[src/rtl/beepboop_msg_rx.sv]
// beepboop_msg_rx: MSB-first serial message receiver feeding a byte FIFO,
// with NUL-terminated framing, length limit and sticky error flags.
module beepboop_msg_rx #(
  parameter int unsigned FIFO_DEPTH = 8,
  parameter int unsigned MAX_LEN    = 40
) (
  input  logic       clock,
  input  logic       reset,
  input  logic       rx_bit,
  input  logic       rx_valid,
  output logic [7:0] byte_out,
  output logic       byte_valid,
  input  logic       byte_ready,
  output logic       msg_done,
  output logic       frame_err,
  output logic       overflow,
  output logic [5:0] byte_count,
  input  logic       clr_err
);

  localparam int unsigned PTR_W = (FIFO_DEPTH > 1) ? $clog2(FIFO_DEPTH) : 1;
  localparam int unsigned CNT_W = PTR_W + 1;
  localparam int unsigned LEN_W = 7;

  typedef enum logic [1:0] {
    IDLE  = 2'd0,
    RECV  = 2'd1,
    DRAIN = 2'd2
  } state_e;

  state_e           state_q, state_d;
  logic [6:0]       shift_q, shift_d;
  logic [2:0]       bit_cnt_q, bit_cnt_d;
  logic             rx_valid_prev_q;
  logic             msg_done_q, msg_done_d;
  logic             frame_err_q, frame_err_d;
  logic             overflow_q, overflow_d;
  logic [5:0]       byte_count_q, byte_count_d;
  logic [7:0]       mem_q [FIFO_DEPTH];
  logic [PTR_W-1:0] wr_ptr_q, wr_ptr_d;
  logic [PTR_W-1:0] rd_ptr_q, rd_ptr_d;
  logic [CNT_W-1:0] occ_q, occ_d;

  logic [7:0]       rx_byte;
  logic [LEN_W-1:0] len_next;
  logic             push_req;
  logic             push;
  logic             pop;
  logic             full;
  logic             frame_set;
  logic             ovf_set;

  // State and control registers; reset empties the FIFO and drops any partial byte
  always_ff @(posedge clock) begin
    if (reset) begin
      state_q         <= IDLE;
      shift_q         <= '0;
      bit_cnt_q       <= '0;
      rx_valid_prev_q <= 1'b0;
      msg_done_q      <= 1'b0;
      frame_err_q     <= 1'b0;
      overflow_q      <= 1'b0;
      byte_count_q    <= '0;
      wr_ptr_q        <= '0;
      rd_ptr_q        <= '0;
      occ_q           <= '0;
    end else begin
      state_q         <= state_d;
      shift_q         <= shift_d;
      bit_cnt_q       <= bit_cnt_d;
      rx_valid_prev_q <= rx_valid;
      msg_done_q      <= msg_done_d;
      frame_err_q     <= frame_err_d;
      overflow_q      <= overflow_d;
      byte_count_q    <= byte_count_d;
      wr_ptr_q        <= wr_ptr_d;
      rd_ptr_q        <= rd_ptr_d;
      occ_q           <= occ_d;
    end
  end

  // FIFO storage, written only when a completed byte is accepted
  always_ff @(posedge clock) begin
    if (!reset && push) begin
      mem_q[wr_ptr_q] <= rx_byte;
    end
  end

  // Receive FSM next-state, FIFO bookkeeping and sticky flag update
  always_comb begin
    state_d      = state_q;
    shift_d      = shift_q;
    bit_cnt_d    = bit_cnt_q;
    byte_count_d = byte_count_q;
    msg_done_d   = 1'b0;
    frame_set    = 1'b0;
    push_req     = 1'b0;
    rx_byte      = {shift_q, rx_bit};
    len_next     = LEN_W'(byte_count_q) + LEN_W'(1);

    case (state_q)
      IDLE: begin
        // only a fresh rising edge of rx_valid opens a message
        if (rx_valid && !rx_valid_prev_q) begin
          state_d      = RECV;
          shift_d      = {6'd0, rx_bit};
          bit_cnt_d    = 3'd1;
          byte_count_d = '0;
        end
      end
      RECV: begin
        if (!rx_valid) begin
          frame_set = 1'b1;
          shift_d   = '0;
          bit_cnt_d = '0;
          state_d   = IDLE;
        end else begin
          shift_d   = rx_byte[6:0];
          bit_cnt_d = bit_cnt_q + 3'd1;
          if (bit_cnt_q == 3'd7) begin
            if (rx_byte == 8'h00) begin
              msg_done_d = 1'b1;
              state_d    = DRAIN;
            end else if (32'(len_next) > MAX_LEN) begin
              frame_set = 1'b1;
              state_d   = DRAIN;
            end else begin
              push_req     = 1'b1;
              byte_count_d = (byte_count_q == 6'd63) ? byte_count_q : byte_count_q + 6'd1;
            end
          end
        end
      end
      DRAIN: begin
        if (!rx_valid) begin
          state_d = IDLE;
        end
      end
      default: begin
        state_d = IDLE;
      end
    endcase

    // pop happens before push, so a full FIFO that is also popping still accepts
    full     = (occ_q == CNT_W'(FIFO_DEPTH));
    pop      = (occ_q != '0) && byte_ready;
    push     = push_req && (!full || pop);
    ovf_set  = push_req && full && !pop;
    wr_ptr_d = push ? wr_ptr_q + PTR_W'(1) : wr_ptr_q;
    rd_ptr_d = pop ? rd_ptr_q + PTR_W'(1) : rd_ptr_q;
    occ_d    = occ_q + CNT_W'(push) - CNT_W'(pop);

    // a flag being set outranks a simultaneous clear
    frame_err_d = frame_set ? 1'b1 : (clr_err ? 1'b0 : frame_err_q);
    overflow_d  = ovf_set ? 1'b1 : (clr_err ? 1'b0 : overflow_q);
  end

  assign byte_valid = (occ_q != '0);
  assign byte_out   = (occ_q != '0) ? mem_q[rd_ptr_q] : 8'h00;
  assign msg_done   = msg_done_q;
  assign frame_err  = frame_err_q;
  assign overflow   = overflow_q;
  assign byte_count = byte_count_q;

endmodule

[config.mk]
export PLATFORM = sky130hd
export DESIGN_NAME = beepboop_msg_rx
export DESIGN_NICKNAME = d
export VERILOG_FILES = /design/src/rtl/beepboop_msg_rx.sv
export SDC_FILE = /design/constraint.sdc
export NUM_CORES = 1
export LEC_CHECK = 0
export BUFFER_PORTS_ARGS = -buffer_cell sky130_fd_sc_hd__buf_2
export CORE_UTILIZATION = 51
export DETAILED_ROUTE_END_ITERATION = 12
export PLACE_DENSITY = 0.71
export SYNTH_ARGS = -nofsm -noshare
export SYNTH_HDL_FRONTEND = slang
export SYNTH_SLANG_ARGS = --single-unit
[constraint.sdc]
create_clock -name clock -period 2.85 [get_ports clock]
set_clock_uncertainty 0.1 [all_clocks]
set_input_delay 0.57 -clock clock [delete_from_list [all_inputs] [get_ports clock]]
set_output_delay 0.57 -clock clock [all_outputs]
set_load 0.005 [all_outputs]
== Yosys cells after proc, flatten, opt, wreduce, memory -nomap -nowiden ==
Memories as Yosys holds them, arrays and structs flattened. A register that Yosys moved wholly into a read port is not among the register bits.
Cells that the tools add are included.
Cells by class
  add/subtract/negate cells: 7
  order comparisons: 1
  reduce and logical (&&, ||, !) cells: 21
  eq/ne operators: 14
  multiplexer cells: 39
  bitwise logic cells: 3
Operators by type and width (number)
  6-bit 2-to-1 mux: 6
  1-bit 2-to-1 mux: 16
  7-bit 2-to-1 mux: 2
  2-bit != test (second input constant): 7
  7-bit case mux with 2 select lines: 1
  2-bit 2-to-1 mux: 6
  3-bit 2-to-1 mux: 4
  6-bit case mux with 2 select lines: 1
  3-bit by 1-bit adder with 3-bit output (second input constant): 3
  8-bit logical NOT: 1
  8-bit 2-to-1 mux: 1
  6-bit by 1-bit adder with 7-bit output (second input constant): 1
  7-bit by 6-bit greater-than comparator with 1-bit output (second input constant): 1
  7-bit AND reduction: 1
  6-bit by 1-bit adder with 6-bit output (second input constant): 1
  6-bit == test (second input constant): 1
  1-bit logical AND: 6
  2-bit case mux with 3 select lines: 1
  3-bit case mux with 2 select lines: 1
  2-bit nonzero test: 3
  4-bit by 1-bit adder with 4-bit output: 1
  4-bit == test (second input constant): 1
  1-bit logical NOT: 4
  4-bit != test (second input constant): 1
  12 further kinds: 14
Word-level totals
  memories: 1
  RAM bits: 64
  register bits: 32
Memory list
  mem_q: depth 8, bits a word 8, read ports 1, clocked after memory_dff 1, write ports 1, RTL line 39  | logic [7:0] mem_q [FIFO_DEPTH];

== Depth between registers and ports, before layout ==
Gate-level depths: netlist (run 1).
  depth after elaboration: 11
  gate-level depth with buffers: 13
  gate-level depth less buffers: 11

== Least setup slack after synthesis (run 1) ==
OpenSTA, ideal clock, no wires.
  path type: register -> register
  start: reg byte_count_q[0], in the netlist byte_count[0]
  end: mem mem_q[1][0] (enable)
  arrival time: 2525 ps
  cell stages (with the launch flop): 10
  buffers on the path: 2
  required time: 2355 ps
  slack: -169 ps
  period minus slack after synthesis: 3019 ps
  library setup time: 395 ps
  cells stage by stage: dfxtp_1 > ha_1 > buf_2 > xnor2_1 > a211oi_1 > a211oi_4 > and2_4 > buf_6 > nand3_2 > nor4_1
On the way
  longest elaborated chain between the ends: 11
RTL lines
  start, declared: RTL line 38  | logic [5:0] byte_count_q, byte_count_d;
  start signal, assigned: RTL line 75  | byte_count_q <= byte_count_d;
  6-bit by 1-bit adder with 7-bit output: RTL line 99  | len_next = LEN_W'(byte_count_q) + LEN_W'(1);
  7-bit by 6-bit greater-than comparator with 1-bit output: RTL line 124  | end else if (32'(len_next) > MAX_LEN) begin
  1-bit 2-to-1 mux: RTL line 124
  1-bit 2-to-1 mux: RTL line 121  | if (rx_byte == 8'h00) begin
  1-bit 2-to-1 mux: RTL line 120  | if (bit_cnt_q == 3'd7) begin
  1-bit 2-to-1 mux: RTL line 112  | if (!rx_valid) begin
  1-bit 2-to-1 mux: RTL line 101  | case (state_q)
  1-bit logical AND: RTL line 147  | push = push_req && (!full || pop);
  1-bit logical AND: RTL line 84  | if (!reset && push) begin
  1-bit 2-to-1 mux: RTL line 84
  1-bit 2-to-1 mux (implied by the code): RTL line 85  | mem_q[wr_ptr_q] <= rx_byte;
  end, declared: RTL line 39
No other way between the ends.

== Worst setup path after layout (run 1) ==
  start: reg byte_count_q[1], in the netlist byte_count[1]
  end: mem mem_q[1][0] (enable)
Same word-level chain as after synthesis.

==> metrics, run 1 <==
status finished, final reports clean; Die W 92.2 um; hold crit path type reg2reg; Final Max Tran Viols 0; CTS Buf Count 9; routability cong. 0.799; Crit Path Class reg2reg; area fraction of the dominant cell type after synthesis 0.463; Post-synth ARST share 0; Antenna diodes 0; Ys Warns 0; kind of end point of the critical path flop; initial core utilization 0.531; Arrival @ worst endpoint 2.63 ns; FF+latch count, synth 99; post-synthesis cell area 0.00415 mm2; post-synth net total 316; Remaining DRCs 0; die area 0.00850 mm2; area of the multi-input gates 0.00145 mm2; Filler cells 628; worst slew pin tran 1.01 ns; WP data required 2.74 ns; RSZ-0062 raised after global routing true; GR Overflow Total 0; Final #Nets 365; synth unique cells 46; die height 92.2 um; period utilization 0.961; Yosys top cell by area edfxtp_1; Rows 32; Root Driver clkbuf_8; DR pass1 iterations 6; H-tree Lvls 3; Buf/Inv on CP 0; Hold Buf Count CTS 0; hold wc startpoint rd_ptr_q[1]; startpoint types flop; Area growth, synth to finish 15.0%; number of max-cap violations 0; worst skew pair latency 0.36 ns; Routed Antenna Nets 0; Peak supply drop 0.278 mV; worst r2r path cells 7; Post-synth EDFFs 64; Hold Crit Depth 2; Avg Cell Area, Syn 13.9 um2; Most used DFF post-synth edfxtp_1; Final min period 2.74 ns; # setup viols final 0; first-pass GRT wire length 11.7 mm; Setup Fix Bufs, Post-CTS 0; Synth area leaders edfxtp_1 (46%), dfxtp_1 (17%), mux4_2 (8.7%); sequential element share of the synthesized area 0.632; Iter 0 DRT Violations 103; Crit-path slowest cell nor4_2; final WL 7.26 mm; synth cell count leaders edfxtp_1 (64), nor2_1 (36), dfxtp_1 (35); Syn Inst Count 298; critical-path cell list ha_1 -> xnor2_1 -> a211oi_1 -> a211oi_4 -> and2_4 -> nand3_2 -> nor4_2; final hold violation count 0; share of layout cells above drive strength 1 0.267; Vias 2455; Reg-to-Reg Start byte_count[1]; post_cts resized 0; hold slack 0.387 ns; slew margin rel. 0.321; R2R Setup Slk 0.11 ns; top-count cell post-synth edfxtp_1; vias in the first global route 2316; Pwr Density 682 mW/mm2; core area 0.00781 mm2; CTS clk-pin slew, worst paths 0.09 ns; CP max stage delay 0.78 ns; final std cells w/o fill 454; CP max FO 8; vias per cell 5.41; PortBufs 23; fmax 365 MHz; I/O Pins 24; Post-DP HPWL 5.09 mm; Clock Path Buffers 2; CTS tree built; initial antenna violation count 0; LEAKAGE 1.73 nW; reg2reg end mem_q[1][0]; Seq. cell area 0.00262 mm2; clk sinks 99; GRT Overall Usage 0.190; largest net degree at the start of global routing 19; delay-heaviest family, CP simple AND/OR/NAND/NOR gates; Post-Place Cells 438; Avg WL per Cell 16.0 um
-- sequential cells by signal, summed over array words and instances (netlist names), named ones only --
register         count
shift_q              7
rd_ptr_q             3
mem_q               64
wr_ptr_q             3
rx_valid_prev_q      1
state_q              2
frame_err            1
bit_cnt_q            3
occ_q                4
msg_done             1
byte_count           6
overflow             1
-- stage by stage --
step | setup WS, ns | util | total power [mW] | TNS [ns] | cell area (um2)
global route | -0.0430 | 0.611 | 3.43 | -0.474 | 4770
floorplan | 0.0126 | - | 2.16 | 0 | 4170
global placement | 0.139 | 0.584 | 2.37 | 0 | 4560
CTS | 0.0632 | 0.611 | 3.30 | 0 | 4770
finish | 0.112 | 0.611 | 3.25 | 0 | 4770
detailed placement | 0.113 | 0.584 | 2.38 | 0 | 4560
-- where the power goes --
| group | leakage (nW) | switching, mW | internal [mW] |
|---|---|---|---|
| Combinational | 0.767 | 0.361 | 0.370 |
| Sequential | 0.855 | 0.0378 | 1.56 |
| Clock | 0.108 | 0.499 | 0.422 |
| Total | 1.73 | 0.897 | 2.36 |
-- cells in the final DEF, fill, tap and decap left out, drive strengths merged, types with 6 or more instances in the layout --
master  netlist  routed
edfxtp       64      64
buf           5      51
nor2         36      36
dfxtp        35      35
mux4         16      16
nand2        14      14
inv           9      12
ha           11      11
mux2i        10      10
o21ai         9       9
a21oi         9       9
clkbuf        8       9
a22oi         8       8
nand3         8       8
nand2b        7       7
nor2b         6       6
-- per-layer routing --
metal	GRT usage	share of wire	vias up	wire length, um
li1	-	-	1218	-
met1	0.247	0.45	1185	3290
met2	0.308	0.50	43	3620
met3	0.0423	0.030	9	220
met4	0.0820	0.017	0	121
met5	0	0	-	0
-- logic make-up (layout without fill, tap and decap cells) --
kind of cell | Yosys count | in the layout | synth area share
mux | 26 | 26 | 0.111
compound gates | 43 | 43 | 0.0751
buf+inv | 22 | 76 | 0.0226
simple gates | 90 | 90 | 0.108
flops | 99 | 99 | 0.632
xor+xnor | 6 | 6 | 0.0127
fa+ha+maj | 12 | 12 | 0.0380
-- worst reg2reg max path, stage by stage, from the launching register on --
cell and delay, ns:
dfxtp_1 0.41, ha_1 0.28, xnor2_1 0.14, a211oi_1 0.13, a211oi_4 0.24, and2_4 0.20
nand3_2 0.10, nor4_2 0.78
-- cell type report --
type                       instances  share of cell area
clock buffer                       9              0.0260
clock inverter                     7              0.0176
multi-input combinational        177               0.305
inverter                           9             0.00708
sequential                        99               0.550
tap                              102              0.0268
timing repair buffer              51              0.0682
-- how the worst max path moves through the flow --
stage	start	to	cells past startpoint
after global placement	rx_bit	occ_q[3]	12
after floorplan	byte_count[0]	mem_q[5][0]	9
final	byte_count[1]	mem_q[1][0]	7
after detailed placement	rx_bit	occ_q[3]	12
after CTS	byte_count[1]	mem_q[1][4]	7
after global routing	byte_count[1]	mem_q[1][6]	7
Power figures use the tool's default switching activity.
==> run 2, diff against run 1 <==
--- a/config.mk
+++ b/config.mk
@@ -5,10 +5,13 @@
 export SDC_FILE = /design/constraint.sdc
 export NUM_CORES = 1
 export LEC_CHECK = 0
+export ABC_AREA = 1
 export BUFFER_PORTS_ARGS = -buffer_cell sky130_fd_sc_hd__buf_2
-export CORE_UTILIZATION = 51
+export CELL_PAD_IN_SITES_DETAIL_PLACEMENT = 0
+export CELL_PAD_IN_SITES_GLOBAL_PLACEMENT = 1
+export CORE_UTILIZATION = 43
 export DETAILED_ROUTE_END_ITERATION = 12
-export PLACE_DENSITY = 0.71
+export PLACE_DENSITY_LB_ADDON = 0.1
 export SYNTH_ARGS = -nofsm -noshare
 export SYNTH_HDL_FRONTEND = slang
 export SYNTH_SLANG_ARGS = --single-unit
==> run 2 against run 1 <==
Net effect:
- clock power is 8.8% lower
- flip-flop and latch count unchanged
- count of clock-buffer cells in the layout increased by 4
- largest cell class unchanged
- largest power group unchanged
==> metrics, run 2 <==
core area 0.00977 mm2 (was 0.00781 mm2); power share of the sequential group 0.472 (was 0.492); Reg-to-Reg Start bit_cnt_q[0] (was byte_count[1]); Clock Path Buffers 2 (unchanged); Crit-path slowest cell inv_1 (was nor4_2); largest net degree at the start of global routing 33 (was 19); worst skew pair latency 0.36 ns (about the same); fmax 380 MHz (was 365 MHz); CP Depth 6 (was 7); synth cell count leaders nor2_1 (77), edfxtp_1 (64), nand2_1 (49) (was edfxtp_1 (64), nor2_1 (36), dfxtp_1 (35)); Avg WL per Cell 14.8 um (was 16.0 um); CP max stage delay 0.49 ns (was 0.78 ns); Vias 3091 (was 2455); CTS Buf Count 9 (unchanged); sequential element share of the synthesized area 0.606 (was 0.632); Area growth, synth to finish 13.7% (was 15.0%); max reg flops 64 (unchanged); post-synthesis cell area 0.00433 mm2 (was 0.00415 mm2); kind of end point of the critical path output pin (was flop); area fraction of the dominant cell type after synthesis 0.444 (was 0.463); net switching power 1.15 mW (was 897 uW); clock power share 0.241 (was 0.283); Routed Antenna Nets 0 (unchanged); Synth area leaders edfxtp_1 (44%), dfxtp_1 (16%), nor2_1 (6.7%) (was edfxtp_1 (46%), dfxtp_1 (17%), mux4_2 (8.7%)); Pwr Density 708 mW/mm2 (was 682 mW/mm2); LEAKAGE 1.85 nW (was 1.73 nW); synth unique cells 38 (was 46); startpoint types flop (unchanged); Util after Layout 0.504 (was 0.611); vias per cell 5.01 (was 5.41); Sw Share 0.331 (was 0.276); cell-internal power 2.33 mW (was 2.36 mW); DR pass1 iterations 4 (was 6); GR Overflow Total 0 (unchanged); Rows 36 (was 32); die height 102 um (was 92.2 um); first-pass GRT wire length 14.6 mm (was 11.7 mm); Iter 0 DRT Violations 138 (was 103); number of max-cap violations 0 (unchanged); R2R Setup Slk 0.25 ns (was 0.11 ns); H-tree Lvls 3 (unchanged); CP max FO 23 (was 8); initial core utilization 0.443 (was 0.531); top-count cell post-synth nor2_1 (was edfxtp_1); post_cts resized 0 (unchanged); combinational power share 0.287 (was 0.225); worst slew pin tran 0.674 ns (was 1.01 ns); Remaining DRCs 0 (unchanged); Most used DFF post-synth edfxtp_1 (unchanged); die area 0.0105 mm2 (was 0.00850 mm2); Root Driver clkbuf_8 (unchanged); share of layout cells above drive strength 1 0.169 (was 0.267); RSZ-0062 raised after global routing false (was true); Worst Setup EP byte_out[4] (was mem_q[1][0]); grt met3 use 0.0287 (was 0.0423); PortBufs 23 (unchanged); Biggest register mem_q (unchanged); final WL 9.14 mm (was 7.26 mm); Syn Inst Count 434 (was 298); Final #Nets 497 (was 365); GRT Overall Usage 0.191 (was 0.190); Arrival @ worst endpoint 1.96 ns (was 2.63 ns); FF+latch count, synth 99 (unchanged); reg2reg end occ_q[2] (was mem_q[1][0]); setup TNS 0 ns (unchanged); met1 usage 0.262 (was 0.247); Hold Buf Count CTS 0 (unchanged); Avg Cell Area, Syn 9.98 um2 (was 13.9 um2); Final min period 2.63 ns (was 2.74 ns); CTS clk-pin slew, worst paths 0.09 ns (about the same); most frequent cells in the layout nor2_1 (77), edfxtp_1 (64), nand2_1 (49), o21ai_0 (44), dfxtp_1 (35) (was edfxtp_1 (64), nor2_1 (35), dfxtp_1 (35), buf_4 (28), buf_2 (23)); Die W 102 um (was 92.2 um); Ys Warns 0 (unchanged); Post-DP HPWL 6.43 mm (was 5.09 mm); status finished, final reports clean (unchanged); global routing usage on met2 0.300 (was 0.308); Total Power Consumption 3.48 mW (was 3.25 mW); WP data required 2.18 ns (was 2.74 ns); final hold violation count 0 (unchanged); Yosys top cell by area edfxtp_1 (unchanged); critical-path cell list inv_1 -> o21ai_0 -> o22ai_1 -> o21ai_0 -> a31oi_1 -> buf_2 (was ha_1 -> xnor2_1 -> a211oi_1 -> a211oi_4 -> and2_4 -> nand3_2 -> nor4_2); CTS tree built (unchanged); vias in the first global route 2827 (was 2316); post-synth net total 452 (was 316); critical path's most frequent cell o21ai_0; Final Max Tran Viols 0 (unchanged); hold crit path type in2reg (was reg2reg); delay-heaviest family, CP compound AO/OA/AOI/OAI gates (was simple AND/OR/NAND/NOR gates); slew margin rel. 0.550 (was 0.321); Crit Path Class reg2out (was reg2reg); Post-synth ARST share 0 (unchanged); I/O Pins 24 (unchanged); most common cell after layout, fill and taps aside nor2_1 (was edfxtp_1); Buf/Inv on CP 2 (was 0); # setup viols final 0 (unchanged); worst r2r path cells 10 (was 7); Peak supply drop 0.255 mV (was 0.278 mV); Post-synth EDFFs 64 (unchanged); clk sinks 99 (unchanged); initial antenna violation count 0 (unchanged); Setup Fix Bufs, Post-CTS 0 (unchanged); GRT busiest layer met2 (unchanged); Antenna diodes 0 (unchanged); period utilization 0.924 (was 0.961); routability cong. 0.730 (was 0.799)
## run 2: cell types whose count changed after synthesis, sizes merged, moves of 6 or more
cell / before / now
o21ai: 9 / 45
nand2b: 7 / 0
a21oi: 9 / 26
a22oi: 8 / 0
nand3: 8 / 28
mux4: 16 / 0
o22ai: 1 / 8
nor2: 36 / 78
a31oi: 2 / 8
nand2: 14 / 55
inv: 9 / 34
nor2b: 6 / 0
mux2i: 10 / 0
## run 2: metal layers
layer,vias up,part of all wire
li1,1585,-
met1,1446,0.49
met2,50,0.47
met3,10,0.030
met4,0,0.013
met5,-,0
## run 2: kinds of logic (layout without fill, tap and decap cells)
logic type,count (synthesis),count (layout),share of synthesized area
and+or+nand+nor,178,178,0.192
DFF,99,99,0.606
xor gates and xnor gates,3,3,0.00607
AOI/OAI and AO/OA,90,90,0.111
buffers and inverters,52,102,0.0488
adders and majority gates,12,12,0.0364
## run 2: how the worst min path moves through the flow
stage,startpoint,slack [ns],end,depth (start not counted)
finish,clr_err,0.36,overflow,4
global route,clr_err,0.38,overflow,4
CTS,clr_err,0.35,overflow,4
detailed placement,rd_ptr_q[2],0.36,rd_ptr_q[2],2
global placement,rd_ptr_q[2],0.35,rd_ptr_q[2],2
floorplan,rd_ptr_q[2],0.33,flop,2
## run 2: per-stage QoR
step	hold WS [ns]	std cells	setup WS, ns	cell area (um2)
5_1_grt	0.383	617	0.0319	4920
3_5_place_dp	0.355	601	0.223	4740
6_report	0.365	617	0.215	4920
3_3_place_gp	0.352	601	0.268	4740
2_1_floorplan	0.333	434	0.446	4330
4_1_cts	0.346	617	0.134	4920
## run 2: tightest hold or removal path, delay by kind of cell
family	cells	cell delay [ns]
buf+inv	2	0.11
simple gates	1	0.05
compound gates	1	0.05
## run 2: layout make-up
class                   instances  area, um2
multi-input cells             283       1500
clock inverters                 3       22.5
flip-flops and latches         99       2620
repair buffers                 51        325
inverters                      35        131
clock buffers                  13        159
well taps                     133        166
fillers                       940       4850
## run 2: power groups by stage
stage / sequential (mW) / combinational (mW) / clock, mW
after floorplan: 1.68 / 0.681 / 0
after global placement: 1.68 / 0.998 / 0
after detailed placement: 1.68 / 1.01 / 0
after CTS: 1.65 / 1.02 / 0.869
after global routing: 1.66 / 1.13 / 0.932
final: 1.65 / 0.999 / 0.840
==> run 3, diff against run 2 <==
--- a/config.mk
+++ b/config.mk
@@ -9,8 +9,9 @@
 export BUFFER_PORTS_ARGS = -buffer_cell sky130_fd_sc_hd__buf_2
 export CELL_PAD_IN_SITES_DETAIL_PLACEMENT = 0
 export CELL_PAD_IN_SITES_GLOBAL_PLACEMENT = 1
-export CORE_UTILIZATION = 43
+export CORE_UTILIZATION = 48
 export DETAILED_ROUTE_END_ITERATION = 12
+export GPL_ROUTABILITY_DRIVEN = 0
 export PLACE_DENSITY_LB_ADDON = 0.1
 export SYNTH_ARGS = -nofsm -noshare
 export SYNTH_HDL_FRONTEND = slang
==> constraint.sdc (replaced) <==
create_clock -name clock -period 2.6 [get_ports clock]
set_clock_uncertainty 0.1 [all_clocks]
set_input_delay 0.52 -clock clock [delete_from_list [all_inputs] [get_ports clock]]
set_output_delay 0.52 -clock clock [all_outputs]
set_load 0.005 [all_outputs]
==> run 3 against run 2 <==
Net effect:
- sequential share of layout area is 0.52 points lower
- worst hold slack worse by 0.034 ns
- largest power group unchanged
- final cell count is 2.4% lower
- non-clock buffer count is 10 higher
- highest routed layer unchanged
- critical endpoint unchanged
==> metrics, run 3 (synthesized netlist as in run 2, its figures left out) <==
Avg WL per Cell 15.3 um (was 14.8 um); LEAKAGE 1.89 nW (was 1.85 nW); slew margin rel. 0.662 (was 0.550); clk sinks 99 (unchanged); CTS clk-pin slew, worst paths 0.09 ns (about the same); Util after Layout 0.570 (was 0.504); kind of end point of the critical path output pin (unchanged); die height 97.0 um (was 102 um); initial antenna violation count 0 (unchanged); Total Power Consumption 3.87 mW (was 3.48 mW); Iter 0 DRT Violations 144 (was 138); PortBufs 23 (unchanged); Rows 34 (was 36); Final min period 2.45 ns; Final Max Tran Viols 0 (unchanged); Die W 97.0 um (was 102 um); Root Driver clkbuf_8 (unchanged); period utilization 0.943; die area 0.00940 mm2 (was 0.0105 mm2); hold slack 0.331 ns (was 0.365 ns); number of max-cap violations 0 (unchanged); Peak supply drop 0.359 mV (was 0.255 mV); I/O Pins 24 (unchanged); hold crit path type in2reg (unchanged); worst slew pin tran 0.507 ns (was 0.674 ns); final std cells w/o fill 602 (was 617); CTS tree built (unchanged); Post-DP HPWL 6.43 mm (about the same); fmax 408 MHz; Clock Path Buffers 2 (unchanged); Pwr Density 779 mW/mm2 (was 708 mW/mm2); GR Overflow Total 0 (unchanged); vias in the first global route 3010 (was 2827); H-tree Lvls 3 (unchanged); final hold violation count 0 (unchanged); core area 0.00872 mm2 (was 0.00977 mm2); worst skew pair latency 0.35 ns (was 0.36 ns); DR pass1 iterations 5 (was 4); placed instance area 0.00475 mm2 (was 0.00474 mm2); share of layout cells above drive strength 1 0.190 (was 0.169); setup TNS 0 ns (unchanged); vias per cell 5.24 (was 5.01); Routed Antenna Nets 0 (unchanged); max reg flops 64 (unchanged); worst slack at placement 0.115 ns (was 0.223 ns); Antenna diodes 0 (unchanged); initial core utilization 0.496 (was 0.443); Remaining DRCs 0 (unchanged); startpoint types flop (unchanged); Final #Nets 507 (was 497); first-pass GRT wire length 15.0 mm (was 14.6 mm); WP data required 1.98 ns (was 2.18 ns); status finished, final reports clean (unchanged); Crit Path Class reg2out (unchanged); Biggest register mem_q (unchanged); # setup viols final 0 (unchanged); Arrival @ worst endpoint 1.83 ns (was 1.96 ns); Vias 3152 (was 3091); CP max FO 12 (was 23); final worst slack 0.148 ns (was 0.215 ns); largest net degree at the start of global routing 33 (unchanged); Post-Place Cells 581 (was 601); GRT Overall Usage 0.206 (was 0.191); most common cell after layout, fill and taps aside nor2_1 (unchanged); CTS Buf Count 9 (unchanged); final non-filler cell area 0.00497 mm2 (was 0.00492 mm2); Area growth, synth to finish 14.9% (was 13.7%); final WL 9.22 mm (was 9.14 mm); most frequent cells in the layout nor2_1 (77), edfxtp_1 (64), nand2_1 (49), o21ai_0 (44), buf_4 (37) (was nor2_1 (77), edfxtp_1 (64), nand2_1 (49), o21ai_0 (44), dfxtp_1 (35))
==> run 3: final cells by class <==
class / count / area (um2)
inverters: 35 / 135
well taps: 108 / 135
flip-flops and latches: 99 / 2620
clock buffers: 12 / 145
repair buffers: 61 / 404
clock inverters: 4 / 35.0
fillers: 740 / 3750
multi-input cells: 283 / 1500
==> run 3: final timing paths <==
check	start	to	slack, ns	cells past startpoint
hold / removal	clr_err	overflow	0.33	4
setup / recovery	flop	byte_out[4]	0.15	7
hold reg to reg	overflow	overflow	0.37	2
setup reg to reg	byte_count[1]	occ_q[2]	0.25	13
==> run 3: power breakdown <==
part | switching (mW) | total, mW | internal [mW]
sequential | 0.0649 | 1.81 | 1.74
clock | 0.526 | 0.910 | 0.384
combinational | 0.694 | 1.16 | 0.464
total | 1.29 | 3.87 | 2.59
==> run 3: routing by layer <==
| metal | global-route usage | vias up | wire (um) |
|---|---|---|---|
| met5 | 0 | - | 0 |
| met4 | 0.0827 | 0 | 150 |
| met3 | 0.0238 | 15 | 268 |
| met2 | 0.349 | 65 | 4610 |
| met1 | 0.270 | 1464 | 4190 |
| li1 | - | 1608 | - |
==> run 3: worst max-delay path, cell delays in order (launching register included) <==
cell	delay [ns]
dfxtp_1	0.41
clkinvlp_4	0.24
buf_4	0.20
o21ai_0	0.15
o22ai_1	0.08
o21ai_0	0.16
a31oi_1	0.07
buf_2	0.16
==> run 3: timing repair <==
item,in CTS,in global routing
setup endpoints to repair,0,2
buffers inserted,0,5
resized for setup,0,3
hold buffers,0,0
